<file path="src/rtl/mbfetch_luma4x4.sv">
// Fetches one 4x4 luma block plus its intra-prediction neighbours (A..H, M, I..L)
// from a byte-wide frame memory with one-cycle read latency.
module mbfetch_luma4x4 #(
    parameter int FRAME_W = 176,
    parameter int FRAME_H = 144,
    parameter int ADDR_W  = 15
) (
    input  logic              clk,
    input  logic              rst_n,
    input  logic              start,
    input  logic [12:0]       blknumber,
    output logic              mem_rd,
    output logic [ADDR_W-1:0] mem_addr,
    input  logic [7:0]        mem_data,
    output logic              busy,
    output logic              done,
    output logic              err,
    output logic [127:0]      mb,
    output logic [63:0]       top,
    output logic [39:0]       left,
    output logic              top_avail,
    output logic              left_avail,
    output logic [2:0]        dbg_state
);
    // Handshake: start is taken only while idle (busy low); busy stays high through
    // the done pulse, and results hold until the next accepted start.
    typedef enum logic [2:0] {
        S_IDLE, S_BLK, S_TOP, S_CORNER, S_LEFT, S_DRAIN, S_DONE
    } state_t;

    localparam logic [12:0] BW   = 13'(FRAME_W / 4);
    localparam int          NBLK = (FRAME_W / 4) * (FRAME_H / 4);

    state_t            state, state_n;
    logic [3:0]        idx, idx_n;
    logic [12:0]       bx, by;
    logic              bad;
    logic [ADDR_W-1:0] cur_addr, last_addr;
    logic              cap_v;
    logic [4:0]        cap_dst, dst_c;
    logic              accept, in_range, right_edge;
    int                x_c, y_c;

    assign accept     = (state == S_IDLE) && start;
    assign in_range   = int'(blknumber) < NBLK;
    assign right_edge = (bx == BW - 13'd1);
    assign busy       = (state != S_IDLE);
    assign done       = (state == S_DONE);
    assign dbg_state  = state;

    // Phase sequencing; skipped phases are jumped over so they cost no cycles.
    always_comb begin
        state_n = state;
        case (state)
            S_IDLE:   if (start) state_n = in_range ? S_BLK : S_DRAIN;
            S_BLK:    if (idx == 4'd15) state_n = (|by) ? S_TOP : (|bx) ? S_LEFT : S_DRAIN;
            S_TOP:    if (idx == (right_edge ? 4'd3 : 4'd7)) state_n = (|bx) ? S_CORNER : S_DRAIN;
            S_CORNER: state_n = S_LEFT;
            S_LEFT:   if (idx == 4'd3) state_n = S_DRAIN;
            S_DRAIN:  state_n = S_DONE;
            S_DONE:   state_n = S_IDLE;
            default:  state_n = S_IDLE;
        endcase
        idx_n = (state_n != state) ? 4'd0 : idx + 4'd1;
    end

    // Pixel coordinate and capture slot of the read issued this cycle.
    // Slots: 0..15 block, 16..23 A..H, 24 M, 25..28 I..L.
    always_comb begin
        x_c    = 4 * int'(bx) - 1;
        y_c    = 4 * int'(by) - 1;
        dst_c  = 5'd24;
        mem_rd = 1'b1;
        case (state)
            S_BLK: begin
                x_c   = 4 * int'(bx) + int'(idx[1:0]);
                y_c   = 4 * int'(by) + int'(idx[3:2]);
                dst_c = {1'b0, idx};
            end
            S_TOP: begin
                x_c   = 4 * int'(bx) + int'(idx);
                dst_c = 5'd16 + {1'b0, idx};
            end
            S_CORNER: ;
            S_LEFT: begin
                y_c   = 4 * int'(by) + int'(idx);
                dst_c = 5'd25 + {1'b0, idx};
            end
            default: mem_rd = 1'b0;
        endcase
        cur_addr = ADDR_W'(y_c * FRAME_W + x_c);
        mem_addr = mem_rd ? cur_addr : last_addr;
    end

    always_ff @(posedge clk or negedge rst_n) begin
        if (!rst_n) begin
            state      <= S_IDLE;
            idx        <= 4'd0;
            bx         <= 13'd0;
            by         <= 13'd0;
            bad        <= 1'b0;
            err        <= 1'b0;
            top_avail  <= 1'b0;
            left_avail <= 1'b0;
            mb         <= '0;
            top        <= '0;
            left       <= '0;
            last_addr  <= '0;
            cap_v      <= 1'b0;
            cap_dst    <= 5'd0;
        end else begin
            state   <= state_n;
            idx     <= idx_n;
            cap_v   <= mem_rd;
            cap_dst <= dst_c;
            if (mem_rd) last_addr <= cur_addr;
            if (accept) begin
                bx  <= blknumber % BW;
                by  <= blknumber / BW;
                bad <= !in_range;
                err <= 1'b0;
                // Defaults for neighbours that will not be read; an invalid request keeps old results.
                if (in_range) begin
                    top        <= {8{8'd128}};
                    left       <= {5{8'd128}};
                    top_avail  <= (blknumber >= BW);
                    left_avail <= ((blknumber % BW) != 13'd0);
                end
            end
            if (state == S_DRAIN && bad) err <= 1'b1;
            if (cap_v) begin
                if (cap_dst < 5'd16) begin
                    mb[8*int'(cap_dst) +: 8] <= mem_data;
                end else if (cap_dst < 5'd24) begin
                    top[8*(int'(cap_dst)-16) +: 8] <= mem_data;
                    // At the right frame edge E..H are never read and replicate D.
                    if (cap_dst == 5'd19 && right_edge) top[63:32] <= {4{mem_data}};
                end else begin
                    left[8*(int'(cap_dst)-24) +: 8] <= mem_data;
                end
            end
        end
    end
endmodule

</file>
<file path="config.mk">
export PLATFORM = sky130hd
export DESIGN_NAME = mbfetch_luma4x4
export DESIGN_NICKNAME = d
export VERILOG_FILES = /design/src/rtl/mbfetch_luma4x4.sv
export SDC_FILE = /design/constraint.sdc
export NUM_CORES = 1
export LEC_CHECK = 0
export CORE_MARGIN = 2
export CORE_UTILIZATION = 45
export CTS_CLUSTER_DIAMETER = 30
export CTS_CLUSTER_SIZE = 10
export DETAILED_ROUTE_END_ITERATION = 8
export HOLD_SLACK_MARGIN = 0.02
export PLACE_DENSITY = 0.77
export SYNTH_ARGS = -nofsm -noshare
export SYNTH_HDL_FRONTEND = slang
export SYNTH_SLANG_ARGS = --single-unit
</file>
<file path="constraint.sdc">
create_clock -name clk -period 12.5 [get_ports clk]
set_clock_uncertainty 0.05 [all_clocks]
set_input_delay 3.125 -clock clk [delete_from_list [all_inputs] [get_ports clk]]
set_output_delay 3.125 -clock clk [all_outputs]
set_load 0.005 [all_outputs]
</file>
==> flow_metrics.py, run 1 <==
metrics = {
    "run_status": {
        "status": "finished, final reports clean",
    },
    "clocking": {
        "cts.sinks": 285,
        "cts_hold_buf": 0,
        "tritoncts": "done",
        "cts_root_buffer": "clkbuf_16",
        "postCtsSetupBuffers": 0,
        "clk_pin_slew_ns": 0.05,
        "cts.htree.levels": 2,
        "clk_latency_ns": 0.58,
        "numCtsBuffers": 57,
        "clock_path_buffers": 3,
        "cts_resized": 0,
    },
    "route": {
        "drc": 0,
        "vias_per_cell": 5.747,
        "drt_pass1_iterations": 5,
        "dr.first_iter.drc_count": 1282,
        "routedWlPerCell_um": 19.66,
        "num_vias": 14090,
        "ant_nets": 0,
        "wirelength_um": 48200,
    },
    "sta": {
        "setup_violations": 0,
        "period_share_pct": 75.91,
        "fmax_mhz": 105.4,
        "setup-tns-final_ns": 0,
        "rsz0062_at_grt": "false",
        "final.min_clock_period_ns": 9.488,
        "hold_viol": 0,
        "drv_slew": 0,
        "tightest_slew_ns": 1.277,
        "relSlewSlack_pct": 14.23,
    },
    "worst_hold_path": {
        "hp-class": "reg -> reg",
    },
    "floorplan": {
        "ioPinCount": 280,
        "die_h_um": 188.9,
        "rows": 67,
        "core_um2": 33620,
        "dieArea_um2": 35660,
        "initial_core_util_pct": 45.74,
        "fp.dieW_um": 188.9,
    },
    "yosys": {
        "synth.avg_cell_area_um2": 8.987,
        "ys_seq_area_share_pct": 46.38,
        "ys_warn_count": 0,
        "synth_edf_count": 0,
        "syn_inst": 1711,
        "ys_async_sr_fraction_pct": 100.0,
        "synth_seq_cells": 285,
        "synth_nets": 1799,
        "syn_area_um2": 15380,
        "synthDistinctLibCells": 97,
        "yosys_most_used_dff": "dfrtp_1",
    },
    "power_and_ir_drop": {
        "combPwrFrac_pct": 54.6,
        "clockPowerShare_pct": 22.8,
        "p_switching_mw": 2.702,
        "p_per_area_nw_per_um2": 335.6,
        "p_int_mw": 4.141,
        "total_power_mw": 6.843,
        "swShare_pct": 39.49,
        "ir_drop_mv": 0.3794,
        "power_frac_seq_pct": 22.6,
        "leakage_nw": 8.968,
    },
    "global_routing": {
        "grt_usage_pct": 26.64,
        "antenna_found_initial": 0,
        "grt_max_degree": 129,
        "grt.overflow.total": 0,
        "grt_pass1_wl_um": 75620,
        "grt_pass1_vias": 13540,
    },
    "setup_path": {
        "cp.required_ns": 9.32,
        "path_max_fanout": 12,
        "cp-start-kind": "flop",
        "crit_path_end_kind": "primary output",
        "worst-setup-path-type": "reg -> out",
        "critPathArrivalTime_ns": 6.31,
    },
    "placed_design": {
        "hpwl_um": 34100,
        "port_buffers": 279,
        "routabilityCongestion": 0.8726,
    },
    "finish": {
        "regArea_um2": 7132,
        "drive_gt1_share_pct": 8.034,
        "syn2layout_area_growth_pct": 32.59,
        "fillers": 2810,
        "diodes": 0,
        "multi_input_area_um2": 7527,
        "layout.nets": 2043,
    },
    "flow_run": {
        "maxCapViolCount": 0,
    },
}
cell usage in the layout (no fill, tap or decap), types with 7 or more instances in the layout:
master	Yosys	layout
nand4_1	16	16
fa_1	10	10
o22ai_1	8	8
inv_6	0	8
and2_1	19	19
bufinv_16	0	7
a22oi_1	7	7
clkinvlp_4	0	11
o21ai_0	180	180
nor4_1	8	8
buf_4	7	12
xor2_1	21	21
a31oi_1	9	9
nand3_1	78	78
o21ai_1	8	8
inv_1	65	65
a22o_1	27	27
a211oi_1	8	8
clkbuf_16	0	57
nand2_1	343	343
clkdlybuf4s50_1	0	278
or3_1	7	7
nor3_1	35	34
nand2b_1	7	7
o31ai_1	69	69
nor2_1	90	89
xnor2_1	27	27
a21oi_1	60	60
ha_1	54	54
a32o_1	8	8
clkinv_4	0	10
dfrtp_1	285	285
a21o_1	7	7
worst max-delay path: stages, from the launching register on:
cell and delay, ns:
dfrtp_1 0.53, inv_1 0.25, nor3_1 0.78, nand2_1 0.11
a21oi_1 0.18, xor2_1 0.32, ha_1 0.20, inv_1 0.05
fa_1 0.49, inv_1 0.04, ha_1 0.30, inv_1 0.05
o21ai_0 0.30, a21oi_1 0.13, nor2_1 0.15, nor2_1 0.07
xnor2_1 0.13, ha_1 0.34, a21o_1 0.17, a21oi_1 0.17
xnor2_1 0.11, o21ai_0 0.28, clkdlybuf4s50_1 0.57
cell type report:
cell class,instances,area share [%]
clock buffers,65,7.438
clock inverters,43,2.492
inverters,68,1.252
multi-input cells,1252,36.92
flip-flops and latches,285,34.98
well taps,448,2.749
repair buffers,291,14.16
synthesized netlist by cell type (27+ instances only):
library cell,number,area [um2]
nand2_1,343,1287
a21oi_1,60,300.3
nor2_1,90,337.8
o31ai_1,69,518.0
nand3_1,78,390.4
nor3_1,35,175.2
xnor2_1,27,236.5
a22o_1,27,236.5
inv_1,65,244.0
clkbuf_1,81,304.0
o21ai_0,180,900.9
ha_1,54,675.7
dfrtp_1,285,7132
flip-flops by register name (all words and copies together) (netlist names), 4 cells and up:
signal     cells
by             8
last_addr     15
mb           128
top           64
bx            13
idx            4
left          40
cap_dst        5
per-stage QoR:
stage	instance area, um2	hold WS (ns)	setup slack (ns)	instances	util (%)
floorplan	15380	0.4117	4.897	1711	-
global placement	18360	0.4092	3.840	2344	54.62
detailed placement	18360	0.4187	3.681	2344	54.62
CTS	20390	0.4294	3.059	2452	60.65
global route	20390	0.4506	2.654	2452	60.65
finish	20390	0.4279	3.012	2452	60.65
cells by family after synthesis:
logic type | count (synthesis) | synth area share [%]
buffers and inverters | 174 | 4.711
flip-flops | 285 | 46.38
AND/OR/NAND/NOR | 655 | 19.23
AO/OA/AOI/OAI | 472 | 20.34
XOR/XNOR | 48 | 2.734
adder cells (fa/ha/maj) | 67 | 5.900
multiplexers | 10 | 0.7079
per-layer routing:
layer | part of all wire [%] | up-vias | track usage [%]
met2 | 48 | 627 | 44.06
met3 | 7.4 | 98 | 5.116
met1 | 41 | 6784 | 34.59
met5 | 0 | - | 0
li1 | - | 6583 | -
met4 | 3.6 | 0 | 10.64
worst paths after layout:
| check | cells after the start | slack, ns | to | start |
|---|---|---|---|---|
| max in group asynchronous | 3 | 7.31 | left[21] | rst_n |
| worst max register to register | 21 | 7.16 | last_addr[14] | dbg_state[2] |
| worst max-delay path | 22 | 3.01 | mem_addr[14] | dbg_state[2] |
| min in group asynchronous | 1 | 2.60 | mb[86] | rst_n |
| worst min-delay path | 2 | 0.43 | mb[38] | mb[38] |
| worst min register to register | 2 | 0.43 | mb[38] | mb[38] |
power groups by stage:
stage	clock [mW]	sequential (mW)	combinational, mW
5_1_grt	1.63	1.58	4.14
4_1_cts	1.58	1.54	3.75
3_5_place_dp	0	1.55	3.72
6_report	1.56	1.54	3.74
3_3_place_gp	0	1.54	3.60
2_1_floorplan	0	1.49	2.20
Power figures use the tool's default switching activity.
==> inputs of run 2 (changes only) <==
- clock period: 12.5 -> 9.6 ns (I/O delays scaled with it)
==> run 2 against run 1 <==
Against the previous run: power grew 29%; non-clock buffer count is 2 lower; largest cell class unchanged; clock-buffer cell count increased by 8; largest power group unchanged; register-to-register slack got worse by 3.0 ns.
==> flow_metrics.py, run 2 (synthesis gave the netlist of run 1 again) <==
metrics = {
    "run_status": {
        "status": "finished, final reports clean",
    },
    "power_and_ir_drop": {
        "leakage_nw": 8.943,
        "ir_drop_mv": 0.5005,
        "p_per_area_nw_per_um2": 433.3,
        "total_power_mw": 8.804,
    },
    "setup_path": {
        "cp.required_ns": 7.15,
        "critPathLaunch": "dbg_state[2]",
        "worst-setup-path-type": "reg -> out",
        "critPathSlowestCell": "nor3_1",
        "critPathMostFrequentCell": "inv_1",
        "r2r-start": "dbg_state[2]",
        "cp-start-kind": "flop",
        "critPathArrivalTime_ns": 6.36,
        "path_delay_family": "adder cells",
        "crit_chain": "inv_1, nor3_1, nand2_1, a21oi_1, xor2_1, ha_1, inv_1, fa_1, inv_1, ha_1, inv_1, o21ai_0, a21oi_1, nor2_1, nor2_1, xnor2_1, ha_1, a21o_1, a21oi_1, xnor2_1, o21ai_0, clkdlybuf4s50_1",
        "path_max_fanout": 12,
        "crit_path_end_kind": "primary output",
        "reg2reg_setup_slack_ns": 4.19,
        "path_buf_inv": 5,
        "max_stage_delay_ns": 0.88,
    },
    "clocking": {
        "postCtsSetupBuffers": 0,
        "cts_hold_buf": 0,
        "clock_path_buffers": 3,
        "tritoncts": "done",
        "clk_pin_slew_ns": 0.05,
        "numCtsBuffers": 58,
        "cts_root_buffer": "clkbuf_16",
        "cts.sinks": 285,
        "clk_latency_ns": 0.57,
        "cts_resized": 0,
        "cts.htree.levels": 2,
    },
    "floorplan": {
        "initial_core_util_pct": 45.74,
        "rows": 67,
        "die_h_um": 188.9,
        "ioPinCount": 280,
        "fp.dieW_um": 188.9,
        "dieArea_um2": 35660,
        "core_um2": 33620,
    },
    "sta": {
        "setup-tns-final_ns": 0,
        "relSlewSlack_pct": 20.07,
        "rsz0062_at_grt": "false",
        "fmax_mhz": 113.5,
        "tightest_slew_ns": 1.188,
        "drv_slew": 0,
        "hold_viol": 0,
        "final.min_clock_period_ns": 8.808,
        "setup_violations": 0,
        "period_share_pct": 91.75,
    },
    "route": {
        "wirelength_um": 48210,
        "routedWlPerCell_um": 19.66,
        "dr.first_iter.drc_count": 1253,
        "drt_pass1_iterations": 5,
        "num_vias": 14210,
        "drc": 0,
        "vias_per_cell": 5.794,
        "ant_nets": 0,
    },
    "worst_hold_path": {
        "hp-class": "reg -> reg",
        "hold_start": "mb[3]",
    },
    "finish": {
        "diodes": 0,
        "syn2layout_area_growth_pct": 32.13,
        "drive_gt1_share_pct": 7.784,
        "final_common_cell": "nand2_1",
        "layout.nets": 2042,
        "top_register": "mb",
        "reg_top3": "mb: 128 flops, top: 64 flops, left: 40 flops",
        "largest_reg_flops": 128,
        "fillers": 2755,
        "layout_common_cells": "343 x nand2_1, 285 x dfrtp_1, 278 x clkdlybuf4s50_1",
    },
    "global_routing": {
        "grt_usage_pct": 26.61,
        "grt_max_degree": 189,
        "grt_pass1_wl_um": 76010,
        "grt.overflow.total": 0,
        "grt_pass1_vias": 13670,
        "antenna_found_initial": 0,
    },
    "placed_design": {
        "hpwl_um": 33920,
        "routabilityCongestion": 0.8709,
        "port_buffers": 279,
    },
    "flow_run": {
        "maxCapViolCount": 0,
    },
}
[run 2: path summary, 6_finish.rpt]
kind,end,depth (start not counted)
worst max-delay path,mem_addr[14],22
worst min-delay path,mb[3],2
worst max register to register,last_addr[14],21
worst min register to register,mb[3],2
max in group asynchronous,left[7],2
min in group asynchronous,mb[82],1
[run 2: per-stage QoR]
stage	hold slack [ns]	instance area, um2	setup WS, ns	utilization (%)	std cells
3_3_place_gp	0.4080	18360	1.685	54.62	2342
5_1_grt	0.4362	20320	0.3598	60.44	2452
3_5_place_dp	0.4149	18360	1.521	54.62	2342
2_1_floorplan	0.4117	15380	2.722	-	1711
6_report	0.4205	20320	0.7918	60.44	2452
4_1_cts	0.4258	20320	0.8594	60.44	2452
[run 2: layout make-up]
cell class | count | area (um2) | area share [%]
Inverter | 68 | 255.2 | 1.256
Clock inverter | 37 | 357.8 | 1.761
Multi-Input combinational cell | 1252 | 7527 | 37.05
Sequential cell | 285 | 7132 | 35.10
Timing Repair Buffer | 289 | 2885 | 14.20
Clock buffer | 73 | 1599 | 7.870
Tap cell | 448 | 560.5 | 2.759
[run 2: power by group]
part           switching [mW]  internal (mW)
clock                   0.688           1.27
sequential              0.354           1.66
combinational            2.44           2.39
total                    3.48           5.32
[run 2: worst register-to-register path, cell delays in order, from the launching register on]
cell and delay, ns:
dfrtp_1 0.54, inv_1 0.25, nor3_1 0.88, nand2_1 0.13, a21oi_1 0.19, xor2_1 0.32, ha_1 0.19, inv_1 0.05
fa_1 0.49, inv_1 0.04, ha_1 0.30, inv_1 0.05, o21ai_0 0.29, a21oi_1 0.12, nor2_1 0.13, nor2_1 0.07
xnor2_1 0.13, ha_1 0.34, a21o_1 0.18, a21oi_1 0.17, xnor2_1 0.17, o21ai_0 0.16
[run 2: layer usage]
metal	vias to the layer above	global-route usage (%)	share of wire, %
li1	6578	-	-
met1	6893	34.03	41
met2	626	44.47	48
met3	110	5.116	7.2
met4	0	10.97	3.9
met5	-	0	0
